File: src/rtl/serial_memory_interface_if.sv
// rtl/serial_memory_interface_if.sv - decoder/memory pin bundle for serial_memory_interface
interface serial_memory_interface_if #(
  parameter int IO_BITS        = 2,
  parameter int PAYLOAD_CYCLES = 8
);
  localparam int CW = $clog2(PAYLOAD_CYCLES) + 1;

  logic               tx_command_valid;
  logic [1:0]         tx_command;
  logic [IO_BITS-1:0] tx_data;
  logic               tx_command_started;
  logic               tx_active;
  logic               tx_data_next;
  logic               tx_done;
  logic [CW-1:0]      tx_counter;
  logic [IO_BITS-1:0] tx_pins;
  logic [IO_BITS-1:0] rx_pins;
  logic               rx_started;
  logic [IO_BITS-1:0] rx_sbs;
  logic               rx_sbs_valid;
  logic               rx_active;
  logic               rx_data_valid;
  logic               rx_done;
  logic [CW-1:0]      rx_counter;

  modport slave (
    input  tx_command_valid, tx_command, tx_data, rx_pins,
    output tx_command_started, tx_active, tx_data_next, tx_done, tx_counter, tx_pins,
    output rx_started, rx_sbs, rx_sbs_valid, rx_active, rx_data_valid, rx_done, rx_counter
  );

  modport master (
    output tx_command_valid, tx_command, tx_data, rx_pins,
    input  tx_command_started, tx_active, tx_data_next, tx_done, tx_counter, tx_pins,
    input  rx_started, rx_sbs, rx_sbs_valid, rx_active, rx_data_valid, rx_done, rx_counter
  );
endinterface

File: src/rtl/serial_memory_interface.sv
// rtl/serial_memory_interface.sv - TX header/payload sequencer and RX start-bit/payload timer
module serial_memory_interface #(
  parameter int IO_BITS        = 2,
  parameter int PAYLOAD_CYCLES = 8
) (
  input  logic                     clk,
  input  logic                     rst_n,
  serial_memory_interface_if.slave bus
);
  localparam int CW = $clog2(PAYLOAD_CYCLES) + 1;
  localparam logic [CW-1:0]      RX_LAST       = CW'(PAYLOAD_CYCLES - 1);
  localparam logic [CW-1:0]      LAST_READ_16  = CW'(PAYLOAD_CYCLES - 1);
  localparam logic [CW-1:0]      LAST_WRITE_8  = CW'(PAYLOAD_CYCLES + PAYLOAD_CYCLES / 2 - 1);
  localparam logic [CW-1:0]      LAST_WRITE_16 = CW'(2 * PAYLOAD_CYCLES - 1);
  localparam logic [IO_BITS-1:0] RX_SB_READ_16 = IO_BITS'(1);

  typedef enum logic [1:0] {TX_IDLE, TX_HEADER, TX_PAYLOAD} tx_state_t;
  typedef enum logic       {RX_IDLE, RX_PAYLOAD} rx_state_t;

  tx_state_t     tx_state_q, tx_state_d;
  rx_state_t     rx_state_q, rx_state_d;
  logic [1:0]    tx_cmd_q;
  logic [CW-1:0] tx_cnt_q;
  logic [CW-1:0] rx_cnt_q;
  logic [CW-1:0] tx_last;
  logic          tx_accept;
  logic          rx_start;

  // Address is always one full payload; the command decides how much data follows it.
  always_comb begin
    tx_last = LAST_WRITE_16;
    case (tx_cmd_q)
      2'b01:   tx_last = LAST_READ_16;
      2'b10:   tx_last = LAST_WRITE_8;
      default: tx_last = LAST_WRITE_16;
    endcase
  end

  always_comb begin
    tx_state_d             = tx_state_q;
    tx_accept              = 1'b0;
    bus.tx_pins            = '0;
    bus.tx_command_started = 1'b0;
    bus.tx_active          = 1'b0;
    bus.tx_data_next       = 1'b0;
    bus.tx_done            = 1'b0;
    case (tx_state_q)
      TX_IDLE: begin
        if (bus.tx_command_valid && bus.tx_command != 2'b00) begin
          tx_accept  = 1'b1;
          tx_state_d = TX_HEADER;
        end
      end
      TX_HEADER: begin
        bus.tx_pins            = IO_BITS'(tx_cmd_q);
        bus.tx_command_started = 1'b1;
        bus.tx_active          = 1'b1;
        tx_state_d             = TX_PAYLOAD;
      end
      TX_PAYLOAD: begin
        bus.tx_pins      = bus.tx_data;
        bus.tx_data_next = 1'b1;
        bus.tx_active    = 1'b1;
        if (tx_cnt_q == tx_last) begin
          bus.tx_done = 1'b1;
          tx_state_d  = TX_IDLE;
        end
      end
      default: tx_state_d = TX_IDLE;
    endcase
  end

  always_ff @(posedge clk or negedge rst_n) begin
    if (!rst_n) begin
      tx_state_q <= TX_IDLE;
      tx_cmd_q   <= 2'b00;
      tx_cnt_q   <= '0;
    end else begin
      tx_state_q <= tx_state_d;
      if (tx_accept) tx_cmd_q <= bus.tx_command;
      if (tx_state_q == TX_PAYLOAD && !bus.tx_done) tx_cnt_q <= tx_cnt_q + CW'(1);
      else                                          tx_cnt_q <= '0;
    end
  end

  assign bus.tx_counter = tx_cnt_q;

  // Start detection is gated by rst_n so every output reads zero while reset is held.
  assign rx_start = (rx_state_q == RX_IDLE) && rst_n && (bus.rx_pins != '0);

  always_comb begin
    rx_state_d        = rx_state_q;
    bus.rx_started    = rx_start;
    bus.rx_sbs_valid  = rx_start;
    bus.rx_active     = rx_start;
    bus.rx_data_valid = 1'b0;
    bus.rx_done       = 1'b0;
    case (rx_state_q)
      RX_IDLE: begin
        if (rx_start && bus.rx_pins == RX_SB_READ_16) rx_state_d = RX_PAYLOAD;
      end
      RX_PAYLOAD: begin
        bus.rx_active     = 1'b1;
        bus.rx_data_valid = 1'b1;
        if (rx_cnt_q == RX_LAST) begin
          bus.rx_done = 1'b1;
          rx_state_d  = RX_IDLE;
        end
      end
      default: rx_state_d = RX_IDLE;
    endcase
  end

  always_ff @(posedge clk or negedge rst_n) begin
    if (!rst_n) begin
      rx_state_q <= RX_IDLE;
      rx_cnt_q   <= '0;
      bus.rx_sbs <= '0;
    end else begin
      rx_state_q <= rx_state_d;
      if (rx_start) bus.rx_sbs <= bus.rx_pins;
      if (rx_state_q == RX_PAYLOAD && !bus.rx_done) rx_cnt_q <= rx_cnt_q + CW'(1);
      else                                          rx_cnt_q <= '0;
    end
  end

  assign bus.rx_counter = rx_cnt_q;
endmodule

File: src/flat_wrapper.sv
// flat-port wrapper written by rule: the top's interface ports become plain ports
module serial_memory_interface_flat 
#(
  parameter int IO_BITS        = 2,
  parameter int PAYLOAD_CYCLES = 8
)
  (clk, rst_n, bus_tx_command_valid, bus_tx_command, bus_tx_data, bus_rx_pins, bus_tx_command_started, bus_tx_active, bus_tx_data_next, bus_tx_done, bus_tx_counter, bus_tx_pins, bus_rx_started, bus_rx_sbs, bus_rx_sbs_valid, bus_rx_active, bus_rx_data_valid, bus_rx_done, bus_rx_counter);
  serial_memory_interface_if #(.IO_BITS(IO_BITS), .PAYLOAD_CYCLES(PAYLOAD_CYCLES)) bus_i ();
  input  logic clk;
  input  logic rst_n;
  input wire logic [$bits(bus_i.tx_command_valid)-1:0] bus_tx_command_valid;
  input wire logic [$bits(bus_i.tx_command)-1:0] bus_tx_command;
  input wire logic [$bits(bus_i.tx_data)-1:0] bus_tx_data;
  input wire logic [$bits(bus_i.rx_pins)-1:0] bus_rx_pins;
  output wire logic [$bits(bus_i.tx_command_started)-1:0] bus_tx_command_started;
  output wire logic [$bits(bus_i.tx_active)-1:0] bus_tx_active;
  output wire logic [$bits(bus_i.tx_data_next)-1:0] bus_tx_data_next;
  output wire logic [$bits(bus_i.tx_done)-1:0] bus_tx_done;
  output wire logic [$bits(bus_i.tx_counter)-1:0] bus_tx_counter;
  output wire logic [$bits(bus_i.tx_pins)-1:0] bus_tx_pins;
  output wire logic [$bits(bus_i.rx_started)-1:0] bus_rx_started;
  output wire logic [$bits(bus_i.rx_sbs)-1:0] bus_rx_sbs;
  output wire logic [$bits(bus_i.rx_sbs_valid)-1:0] bus_rx_sbs_valid;
  output wire logic [$bits(bus_i.rx_active)-1:0] bus_rx_active;
  output wire logic [$bits(bus_i.rx_data_valid)-1:0] bus_rx_data_valid;
  output wire logic [$bits(bus_i.rx_done)-1:0] bus_rx_done;
  output wire logic [$bits(bus_i.rx_counter)-1:0] bus_rx_counter;
  assign bus_i.tx_command_valid = bus_tx_command_valid;
  assign bus_i.tx_command = bus_tx_command;
  assign bus_i.tx_data = bus_tx_data;
  assign bus_i.rx_pins = bus_rx_pins;
  assign bus_tx_command_started = bus_i.tx_command_started;
  assign bus_tx_active = bus_i.tx_active;
  assign bus_tx_data_next = bus_i.tx_data_next;
  assign bus_tx_done = bus_i.tx_done;
  assign bus_tx_counter = bus_i.tx_counter;
  assign bus_tx_pins = bus_i.tx_pins;
  assign bus_rx_started = bus_i.rx_started;
  assign bus_rx_sbs = bus_i.rx_sbs;
  assign bus_rx_sbs_valid = bus_i.rx_sbs_valid;
  assign bus_rx_active = bus_i.rx_active;
  assign bus_rx_data_valid = bus_i.rx_data_valid;
  assign bus_rx_done = bus_i.rx_done;
  assign bus_rx_counter = bus_i.rx_counter;
  serial_memory_interface #(.IO_BITS(IO_BITS), .PAYLOAD_CYCLES(PAYLOAD_CYCLES)) u_core (.clk(clk), .rst_n(rst_n), .bus(bus_i));
endmodule
File: config.mk
export PLATFORM = sky130hd
export DESIGN_NAME = serial_memory_interface_flat
export DESIGN_NICKNAME = d
export VERILOG_FILES = /design/src/rtl/serial_memory_interface_if.sv /design/src/rtl/serial_memory_interface.sv /design/src/flat_wrapper.sv
export SDC_FILE = /design/constraint.sdc
export NUM_CORES = 1
export LEC_CHECK = 0
export ABC_AREA = 1
export CAP_MARGIN = 0
export CORE_UTILIZATION = 30
export CTS_BUF_LIST = sky130_fd_sc_hd__clkbuf_8
export DETAILED_ROUTE_END_ITERATION = 7
export DONT_BUFFER_PORTS = 1
export GPL_TIMING_DRIVEN = 0
export SLEW_MARGIN = 0
export SYNTH_ARGS = -nofsm -noshare
export SYNTH_HDL_FRONTEND = slang
export SYNTH_SLANG_ARGS = --single-unit
File: constraint.sdc
create_clock -name clk -period 3.47 [get_ports clk]
set_clock_uncertainty 0.1 [all_clocks]
set_input_delay 0.1735 -clock clk [delete_from_list [all_inputs] [get_ports clk]]
set_output_delay 0.1735 -clock clk [all_outputs]
set_load 0.05 [all_outputs]
; ---- Yosys cells after proc, flatten, opt, wreduce, memory -nomap -nowiden
; Index checks and enable logic that the tools add are counted.
[op_classes]
n_addsub = 2
n_eq_ne = 9
n_mux = 21
bitwise = 1
reduce_logical = 13
[op_table]
columns = op, count
row1 = 1-bit two-way mux, 13
row2 = "4-bit by 1-bit adder with 4-bit output, second input constant", 2
row3 = 4-bit two-way mux, 2
row4 = 4-bit one-hot mux with 2 select lines, 1
row5 = "2-bit by 1-bit == test with 1-bit output, second input constant", 3
row6 = 1-bit logical AND, 6
row7 = 2-bit one-hot mux with 3 select lines, 1
row8 = "2-bit == test, second input constant", 2
row9 = "4-bit by 3-bit == test with 1-bit output, second input constant", 1
row10 = 4-bit == test, 1
row11 = 2-bit two-way mux, 2
row12 = "2-bit by 1-bit != test with 1-bit output, second input constant", 2
row13 = 2-bit one-hot mux with 2 select lines, 1
row14 = 2-bit nonzero test, 2
row15 = 1-bit logical NOT, 2
row16 = 2-bit logical NOT, 1
row17 = 1-bit one-hot mux with 2 select lines, 1
row18 = 2-bit AND reduction, 1
row19 = 2-bit OR reduction, 1
row20 = 1-bit inverter, 1
[totals]
ff_bits = 15
input_bits = 9
word_cells = 52

; ---- Depth between registers and ports, before layout
; Gate-level depths: netlist (run 1).
[depth]
depth_word = 8
depth_mapped = 8
depth_no_buf = 8

; ---- Worst setup path after synthesis (run 1)
; Ideal clock, no wire load.
[synth_timing]
path_type = reg2out
start = register u_core.tx_state_q[0]
end = output port bus_tx_done
t_arrival_ns = 2.200
t_required_ns = 3.197
slack_ns = 0.996
stages_incl_launch_ff = 5
path_buffers = 0
path_cell_list = dfrtp_1 inv_1 ha_1 inv_1 nor3_1
[synth_via]
elab_chain_len = 2
[synth_lines]
columns = element, line
row1 = start: declaration, serial_memory_interface.sv:20  ; tx_state_t tx_state_q, tx_state_d;
row2 = start signal: assignment, serial_memory_interface.sv:79  ; tx_state_q <= tx_state_d;
row3 = 2-bit == test, serial_memory_interface.sv:47  ; case (tx_state_q)
row4 = 1-bit two-way mux, serial_memory_interface.sv:47
row5 = end: declaration, flat_wrapper.sv:18  ; output wire logic [$bits(bus_i.tx_done)-1:0] bus_tx_done;
; No other way between the ends.

; ---- Final worst setup path (run 1)
; Ends and elaborated chain as after synthesis.

==> flow_summary_export.csv, run 1 <==
group,metric,value,unit
synthesis,yosys.area.top_type_share,0.478,
floorplanning,initial_utilization,0.317,
power,vdd_drop_max,0.000504,V
worst_setup_path,crit_fanout,4,
power,powerDensity,1010,mW/mm^2
flow_run,maxCapViolCount,0,
synthesis,yosysMostFrequentCell,"nand2_1",
clock_tree,numCtsBuffers,3,
floorplanning,ios,30,
global_route,grt_overflow_total,0,
clock_tree,clock-sinks,15,
outcome,outcome,"completed",
clock_tree,tritoncts,"built",
synthesis,ys_async_sr_fraction,1.00,
timing,tns,0,ns
hold_path,whs_path_depth,2,
cells_and_area,multi_input_area,354,sq um
global_route,grt_usage,0.109,
global_route,grt_pass1_wl,2.22,mm
placed_design,dp.final_hpwl,1.13,mm
synthesis,yosysWarnings,0,
global_route,antenna_found_initial,0,
floorplanning,dieWidth,53.2,um
detailed_routing,firstDrtPassIters,4,
cells_and_area,final_util,0.371,
placed_design,place_congestion,0.689,
worst_setup_path,r2r_cells,4,
timing,finalMaxSlewViolations,0,
hold_path,min_path_type,"in -> reg",
timing,setup_viol,0,
timing,timing.final.crit_share,0.820,
worst_setup_path,cp.required,3.20,ns
synthesis,ys_seq_area_frac,0.478,
synthesis,yosys.area.top_type,"dfrtp_1",
synthesis,synth_cells,92,
timing,worst_pin_slew,1.45,ns
detailed_routing,wl_per_cell,11.0,um
clock_tree,cts-root-buf,"clkbuf_8",
placed_design,io_buffers,0,
timing,relSlewSlack,0.0264,
clock_tree,clkSlewWorstSetupHoldPaths,0.06,ns
synthesis,ys.flop_type,"dfrtp_1",
synthesis,syn_nets,107,
synthesis,synth_edf_count,0,
floorplanning,core_area,0.00248,sq mm
timing,hold_violations,0,
worst_setup_path,critPathLaunchType,"flop",
placed_design,place_ws,0.884,ns
cells_and_area,finalNetCount,117,
global_route,grt_max_degree,16,
cells_and_area,drive_gt1_frac,0.0891,
timing,fin_ws,0.626,ns
clock_tree,htree_levels,1,
synthesis,synth_common_cells,"24 x nand2_1, 15 x dfrtp_1, 13 x inv_1, 8 x nor2_1",
detailed_routing,postRouteAntennaNets,0,
cells_and_area,area_growth,16.9,%
detailed_routing,num_vias,622,
power,p_leak,0.456,nW
synthesis,netlist_area,786,sq um
worst_setup_path,worst_setup_path_end_kind,"output pin",
floorplanning,rows,18,
cells_and_area,fillers,260,
cells_and_area,antenna_cells,0,
detailed_routing,wirelength,1.45,mm
detailed_routing,via_per_inst,4.75,
global_route,grt_pass1_vias,551,
timing,fmax,0.352,GHz
synthesis,syn-mean-instance-area,8.54,sq um
detailed_routing,drc_errors,0,
timing,grt_setup_unrepaired,"false",
timing,period_minus_slack,2.84,ns
synthesis,synth_top_cells_by_area,"dfrtp_1 48%, nand2_1 11%, ha_1 9.6%, inv_1 6.2%, nand3_1 3.8%",
floorplanning,die_h,53.2,um
worst_setup_path,cp.arrival,2.57,ns
clock_tree,clk-insertion-delay-late,0.24,ns
synthesis,ys_ff_latch,15,
synthesis,synth.distinct_cells,16,
worst_setup_path,path_class,"reg -> out",
clock_tree,clk_path_buf_depth,2,
cells_and_area,register_area,375,sq um
floorplanning,design.die.area,0.00283,sq mm
detailed_routing,drtIter0Drc,13,
[metrics by stage]
| step | hold slack, ns | cell area (sq um) | power [mW] | cells |
|---|---|---|---|---|
| final | 0.119 | 918 | 0.930 | 131 |
| after detailed placement | -0.222 | 823 | 0.793 | 122 |
| after floorplan | -0.222 | 786 | 0.742 | 92 |
| after global placement | -0.222 | 823 | 0.783 | 122 |
| after CTS | 0.100 | 918 | 0.938 | 131 |
| after global routing | 0.146 | 918 | 0.992 | 131 |
[flip-flops by register name, summed over array words and instances (netlist names)]
signal                 count
u_core.bus.rx_sbs          2
u_core.tx_cmd_q            2
u_core.bus.rx_counter      4
u_core.tx_state_q          2
u_core.rx_state_q          1
u_core.bus.tx_counter      4
[placed cells by master (no fill, tap or decap)]
| cell | Yosys | layout |
|---|---|---|
| nand2_2 | 2 | 2 |
| o21ai_0 | 6 | 6 |
| nand3_2 | 1 | 1 |
| a21oi_1 | 3 | 3 |
| or2_2 | 1 | 1 |
| clkbuf_8 | 0 | 3 |
| nor2_1 | 8 | 8 |
| dfrtp_1 | 15 | 15 |
| nand2_1 | 24 | 24 |
| buf_4 | 1 | 1 |
| xnor2_1 | 1 | 1 |
| ha_1 | 6 | 6 |
| dlygate4sd3_1 | 0 | 5 |
| nor3_1 | 2 | 2 |
| xor2_1 | 2 | 2 |
| nand3_1 | 6 | 6 |
| o21bai_4 | 1 | 1 |
| inv_1 | 13 | 14 |
[path summary, 6_finish.rpt]
kind	from	end	slack [ns]
setup / recovery	u_core.tx_state_q[0]	bus_tx_done	0.63
hold / removal	rst_n	u_core.rx_state_q	0.12
setup reg to reg	u_core.bus.rx_counter[0]	u_core.rx_state_q	1.72
hold reg to reg	u_core.tx_state_q[1]	u_core.tx_state_q[1]	0.41
max in group asynchronous	rst_n	u_core.bus.tx_counter[0]	2.53
min in group asynchronous	rst_n	u_core.bus.rx_sbs[0]	0.31
[metal layers]
| layer | share of wire | global-route usage | wire length (um) | vias to the layer above |
|---|---|---|---|---|
| met5 | 0 | 0 | 0 | - |
| met4 | 0 | 0.0132 | 0 | 0 |
| met3 | 0.090 | 0.0374 | 130 | 0 |
| met2 | 0.44 | 0.186 | 632 | 27 |
| met1 | 0.47 | 0.136 | 683 | 292 |
| li1 | - | - | - | 303 |
[kinds of logic after synthesis]
family,Yosys count,synth area share
compound gates,10,0.0812
xor+xnor,3,0.0334
fa+ha+maj,6,0.0955
buf+inv,14,0.0717
flops,15,0.478
simple gates,44,0.240
[area by class of cell]
class                      instances  area share
multi-input combinational         63       0.386
buffer                             1     0.00817
tap                               30      0.0409
sequential                        15       0.409
clock buffer                       3      0.0450
inverter                          13      0.0531
timing repair buffer               5      0.0545
clock inverter                     1     0.00409
[where the power goes]
| group | internal, mW | switching, mW |
|---|---|---|
| clock | 0.0780 | 0.0557 |
| combinational | 0.0934 | 0.261 |
| sequential | 0.234 | 0.208 |
| total | 0.405 | 0.525 |
[critical path, cell delays in order, from the launching register on]
cell and delay, ns:
dfrtp_1 0.41, inv_1 0.09, ha_1 0.52, inv_1 0.13
nor3_1 1.17
[repair_timing]
| action | CTS | global route |
|---|---|---|
| buffers inserted | 0 | 0 |
| gates resized for setup | 0 | 0 |
| endpoints found under the hold margin | 20 | 0 |
| setup endpoints to repair | 0 | 0 |
| hold buffers | 5 | 0 |
Note: power is estimated with default switching activity, not from simulation.
==> run 2: changes to the inputs <==
==> constraint.sdc (replaced) <==
create_clock -name clk -period 2.8 [get_ports clk]
set_clock_uncertainty 0.1 [all_clocks]
set_input_delay 0.14 -clock clk [delete_from_list [all_inputs] [get_ports clk]]
set_output_delay 0.14 -clock clk [all_outputs]
set_load 0.05 [all_outputs]
==> run 2 against run 1 <==
Against the previous run: cell area is 0.54% higher; first-iteration DRC count stayed put; combinational power is 25% higher; non-clock buffer count stayed put; power is 24% higher; sequential share of layout area is 0.22 points lower; worst hold slack worse by 0.034 ns; worst setup slack worse by 0.42 ns; via count is 0.48% lower; flip-flop and latch count stayed put; sequential power is 24% higher; clock power is 24% higher; largest cell class unchanged.
==> flow_summary_export.csv, run 2 (same netlist as run 1, synthesis figures left out) <==
group,metric,value,unit
hold_path,worstHoldStart,"rst_n",
worst_setup_path,cp-startpoint,"u_core.bus.rx_counter[0]",
worst_setup_path,cp.arrival,2.35,ns
global_route,grt_max_degree,16,
worst_setup_path,r2r_slack,1.03,ns
timing,tns,0,ns
power,powerDensity,1250,mW/mm^2
cells_and_area,area_growth,17.5,%
timing,fmax,0.386,GHz
clock_tree,cts_setup_buffers,0,
timing,relSlewSlack,0.0449,
global_route,grt_overflow_total,0,
timing,grt_setup_unrepaired,"false",
global_route,antenna_found_initial,0,
floorplanning,rows,18,
floorplanning,ios,30,
worst_setup_path,max_stage_delay,1.10,ns
timing,worst_pin_slew,1.42,ns
clock_tree,clock-sinks,15,
detailed_routing,postRouteAntennaNets,0,
clock_tree,tritoncts,"built",
timing,finalMaxSlewViolations,0,
floorplanning,initial_utilization,0.317,
worst_setup_path,path_class,"reg -> out",
cells_and_area,final_util,0.373,
detailed_routing,drc_errors,0,
global_route,grt_usage,0.109,
worst_setup_path,path_cells,"ha_1 -> nand2_1 -> nor3_1",
detailed_routing,wl_per_cell,11.1,um
detailed_routing,firstDrtPassIters,4,
timing,period_minus_slack,2.59,ns
clock_tree,clk-insertion-delay-late,0.24,ns
detailed_routing,num_vias,619,
flow_run,maxCapViolCount,0,
clock_tree,cts-root-buf,"clkbuf_8",
timing,timing.final.crit_share,0.926,
cells_and_area,drive_gt1_frac,0.0990,
global_route,grt_pass1_wl,2.22,mm
placed_design,dp.cells,122,
worst_setup_path,timing.rr.start,"u_core.tx_state_q[0]",
cells_and_area,antenna_cells,0,
power,p_leak,0.456,nW
detailed_routing,drtIter0Drc,13,
worst_setup_path,critPathLaunchType,"flop",
worst_setup_path,crit_fanout,4,
worst_setup_path,cp_num_buf_inv,0,
clock_tree,clkSlewWorstSetupHoldPaths,0.06,ns
cells_and_area,final_cells,131,
detailed_routing,wirelength,1.45,mm
floorplanning,core_area,0.00248,sq mm
power,vdd_drop_max,0.000619,V
cells_and_area,final_common_cell,"nand2_1",
clock_tree,numCtsBuffers,3,
floorplanning,dieWidth,53.2,um
hold_path,min_path_type,"in -> reg",
worst_setup_path,cp.required,2.56,ns
outcome,outcome,"completed",
worst_setup_path,slowest_stage,"nor3_1",
placed_design,dp.final_hpwl,1.13,mm
detailed_routing,via_per_inst,4.73,
global_route,grt_pass1_vias,551,
placed_design,io_buffers,0,
clock_tree,clk_path_buf_depth,2,
timing,hold_violations,0,
timing,setup_viol,0,
worst_setup_path,critPathTopFamily,"simple AND/OR/NAND/NOR gates",
worst_setup_path,worst_setup_path_end_kind,"output pin",
clock_tree,htree_levels,1,
cells_and_area,finalNetCount,117,
floorplanning,die_h,53.2,um
cells_and_area,final_cell_mix,"24 x nand2_1, 15 x dfrtp_1, 14 x inv_1, 8 x nor2_1",
floorplanning,design.die.area,0.00283,sq mm
placed_design,place_congestion,0.689,
[run 2: power breakdown]
group | switching [mW] | internal (mW) | leakage [nW]
logic | 0.326 | 0.116 | 0.236
registers | 0.259 | 0.290 | 0.193
clock network | 0.0690 | 0.0967 | 0.0269
total | 0.653 | 0.502 | 0.456
[run 2: path summary, 6_finish.rpt]
check                                           end  cells past startpoint
max in group asynchronous  u_core.bus.tx_counter[0]                      1
max                                     bus_rx_done                      3
max reg2reg                    u_core.tx_state_q[0]                      7
min in group asynchronous      u_core.bus.rx_sbs[0]                      1
min                               u_core.rx_state_q                      2
min reg2reg                    u_core.tx_state_q[1]                      2
[run 2: worst reg2reg max path: cells and delay by family, from the launching register on]
kind                       cells  cell delay [ns]
adders and majority gates      1             0.52
DFF                            1             0.41
AOI/OAI and AO/OA              1             0.25
buffers and inverters          2             0.24
and+or+nand+nor                3             0.18
[run 2: what timing repair did]
item	CTS	global route
hold buffers	5	0
endpoints found under the setup margin	1	0
resized for setup	1	0
endpoints found under the hold margin	20	0
[run 2: through the flow]
stage          power [mW]  setup WS, ns  instance area (sq um)  hold WS, ns
6_report             1.16         0.207                    923       0.0858
4_1_cts              1.16         0.193                    923       0.0668
3_5_place_dp        0.983         0.247                    823       -0.255
3_3_place_gp        0.970         0.284                    823       -0.255
2_1_floorplan       0.920         0.360                    786       -0.256
5_1_grt              1.23        0.0903                    923        0.113
[run 2: final cells by class]
class / count / area, sq um
flip-flops and latches: 15 / 375
well taps: 30 / 37.5
clock inverters: 1 / 3.75
fillers: 260 / 1550
plain buffers: 1 / 7.51
multi-input cells: 63 / 359
clock buffers: 3 / 41.3
inverters: 13 / 48.8
repair buffers: 5 / 50.0
[run 2: routing by layer]
metal | track usage | wire length (um) | vias to the layer above
li1 | - | - | 304
met1 | 0.136 | 681 | 288
met2 | 0.186 | 632 | 27
met3 | 0.0374 | 135 | 0
met4 | 0.0132 | 0 | 0
met5 | 0 | 0 | -
==> run 3: changes to the inputs <==
--- a/config.mk
+++ b/config.mk
@@ -11,7 +11,8 @@
 export CTS_BUF_LIST = sky130_fd_sc_hd__clkbuf_8
 export DETAILED_ROUTE_END_ITERATION = 7
 export DONT_BUFFER_PORTS = 1
-export GPL_TIMING_DRIVEN = 0
+export GPL_TIMING_DRIVEN = 1
+export SETUP_SLACK_MARGIN = 0.3
 export SLEW_MARGIN = 0
 export SYNTH_ARGS = -nofsm -noshare
 export SYNTH_HDL_FRONTEND = slang
==> run 3 against run 2 <==
Against the previous run: clock-buffer cell count unchanged; sequential power about the same; non-clock buffer count increased by 4; global-route usage increased by 1.5 points; die area unchanged; first-iteration DRC count decreased by 7.7%; flip-flop and latch count unchanged; cell area increased by 2.7%; routed wire length increased by 2.9%; utilization increased by 1.0 points; sequential share of layout area decreased by 1.1 points; largest cell class unchanged.
==> flow_summary_export.csv, run 3 (same netlist as run 1, synthesis figures left out) <==
group,metric,value,unit
global_route,grt_pass1_wl,2.50,mm
global_route,grt_pass1_vias,609,
floorplanning,dieWidth,53.2,um
clock_tree,clock-sinks,15,
worst_setup_path,crit_fanout,4,
worst_setup_path,critPathLaunchType,"flop",
timing,tns,0,ns
timing,finalMaxSlewViolations,0,
worst_setup_path,cp.required,2.56,ns
clock_tree,clkSlewWorstSetupHoldPaths,0.06,ns
detailed_routing,via_per_inst,4.70,
worst_setup_path,critPathTopFamily,"adder cells",
power,power_frac_comb,0.388,
global_route,grt_usage,0.124,
detailed_routing,drtIter0Drc,12,
worst_setup_path,cp.arrival,1.87,ns
detailed_routing,num_vias,635,
placed_design,io_buffers,0,
timing,period_minus_slack,2.11,ns
power,switchingPower,656,uW
hold_path,min_path_type,"in -> reg",
worst_setup_path,cpMostUsedCell,"inv_1",
timing,holdWs,0.0722,ns
detailed_routing,drc_errors,0,
power,vdd_drop_max,0.000750,V
flow_run,maxCapViolCount,0,
floorplanning,core_area,0.00248,sq mm
worst_setup_path,max_stage_delay,0.53,ns
power,clkPwrFrac,0.142,
clock_tree,numCtsBuffers,3,
power,powerDensity,1230,mW/mm^2
cells_and_area,area_growth,20.7,%
worst_setup_path,path_class,"reg -> out",
global_route,grt_max_degree,16,
global_route,antenna_found_initial,0,
outcome,outcome,"completed",
timing,hold_violations,0,
timing,timing.final.crit_share,0.754,
floorplanning,initial_utilization,0.317,
timing,grt_setup_unrepaired,"false",
detailed_routing,firstDrtPassIters,4,
placed_design,dp.final_hpwl,1.17,mm
cells_and_area,final_cell_mix,"24 x nand2_1, 15 x dfrtp_1, 14 x inv_1, 8 x nor2_1",
cells_and_area,drive_gt1_frac,0.124,
floorplanning,die_h,53.2,um
floorplanning,design.die.area,0.00283,sq mm
floorplanning,ios,30,
cells_and_area,final_common_cell,"nand2_1",
detailed_routing,postRouteAntennaNets,0,
detailed_routing,wl_per_cell,11.0,um
clock_tree,htree_levels,1,
timing,relSlewSlack,0.566,
clock_tree,tritoncts,"built",
worst_setup_path,worst_setup_path_end_kind,"output pin",
power,power.internal,514,uW
clock_tree,clk-insertion-delay-late,0.24,ns
clock_tree,clk_path_buf_depth,2,
clock_tree,cts-root-buf,"clkbuf_8",
floorplanning,rows,18,
worst_setup_path,cp_num_buf_inv,3,
cells_and_area,antenna_cells,0,
global_route,grt_overflow_total,0,
cells_and_area,finalNetCount,121,
power,p_leak,0.477,nW
timing,fmax,0.474,GHz
timing,setup_viol,0,
power,seqPwrFrac,0.470,
placed_design,place_congestion,0.663,
timing,worst_pin_slew,0.649,ns
power,swShare,0.561,
worst_setup_path,slowest_stage,"ha_1",
detailed_routing,wirelength,1.49,mm
worst_setup_path,path_cells,"inv_1 -> ha_1 -> inv_1 -> nor3_1 -> buf_4",
## run 3: cell type report
class,instances,area (sq um)
inverters,13,48.8
well taps,30,37.5
repair buffers,10,87.6
multi-input cells,63,354
clock inverters,1,3.75
flip-flops and latches,15,375
clock buffers,3,41.3
fillers,277,1530
## run 3: metal layers
metal,share of wire,up-vias,GRT usage
li1,-,311,-
met1,0.40,292,0.139
met2,0.50,30,0.217
met3,0.082,2,0.0374
met4,0.012,0,0.0526
met5,0,-,0
## run 3: repair_timing
action	CTS	global route
hold endpoints to repair	20	0
buffers inserted	0	0
resized for setup	0	0
hold buffers	5	0
endpoints found under the setup margin	0	0
## run 3: stage by stage
stage          setup WS [ns]  total power [mW]  utilization  instance area (sq um)  std cells
2_1_floorplan          0.360             0.920            -                    786         92
4_1_cts                0.675              1.19        0.383                    948        135
5_1_grt                0.550              1.25        0.383                    948        135
3_5_place_dp           0.950              1.00        0.344                    853        126
3_3_place_gp            1.03             0.988        0.344                    853        126
6_report               0.688              1.17        0.383                    948        135
## run 3: path summary, 6_finish.rpt
check,from,end,slack (ns),cells after the start
worst max-delay path,u_core.tx_state_q[0],bus_tx_done,0.69,5
worst min-delay path,rst_n,u_core.rx_state_q,0.07,2
worst max register to register,u_core.bus.rx_counter[0],u_core.rx_state_q,0.99,4
worst min register to register,u_core.tx_state_q[1],u_core.tx_state_q[1],0.41,2
max in group asynchronous,rst_n,u_core.bus.tx_counter[3],1.92,1
min in group asynchronous,rst_n,u_core.rx_state_q,0.26,1
## run 3: power by group through the flow
stage	combinational [mW]	sequential, mW	clock, mW
final	0.454	0.550	0.167
after global routing	0.508	0.564	0.181
after CTS	0.459	0.551	0.176
after detailed placement	0.447	0.553	0
after global placement	0.436	0.552	0
after floorplan	0.387	0.533	0
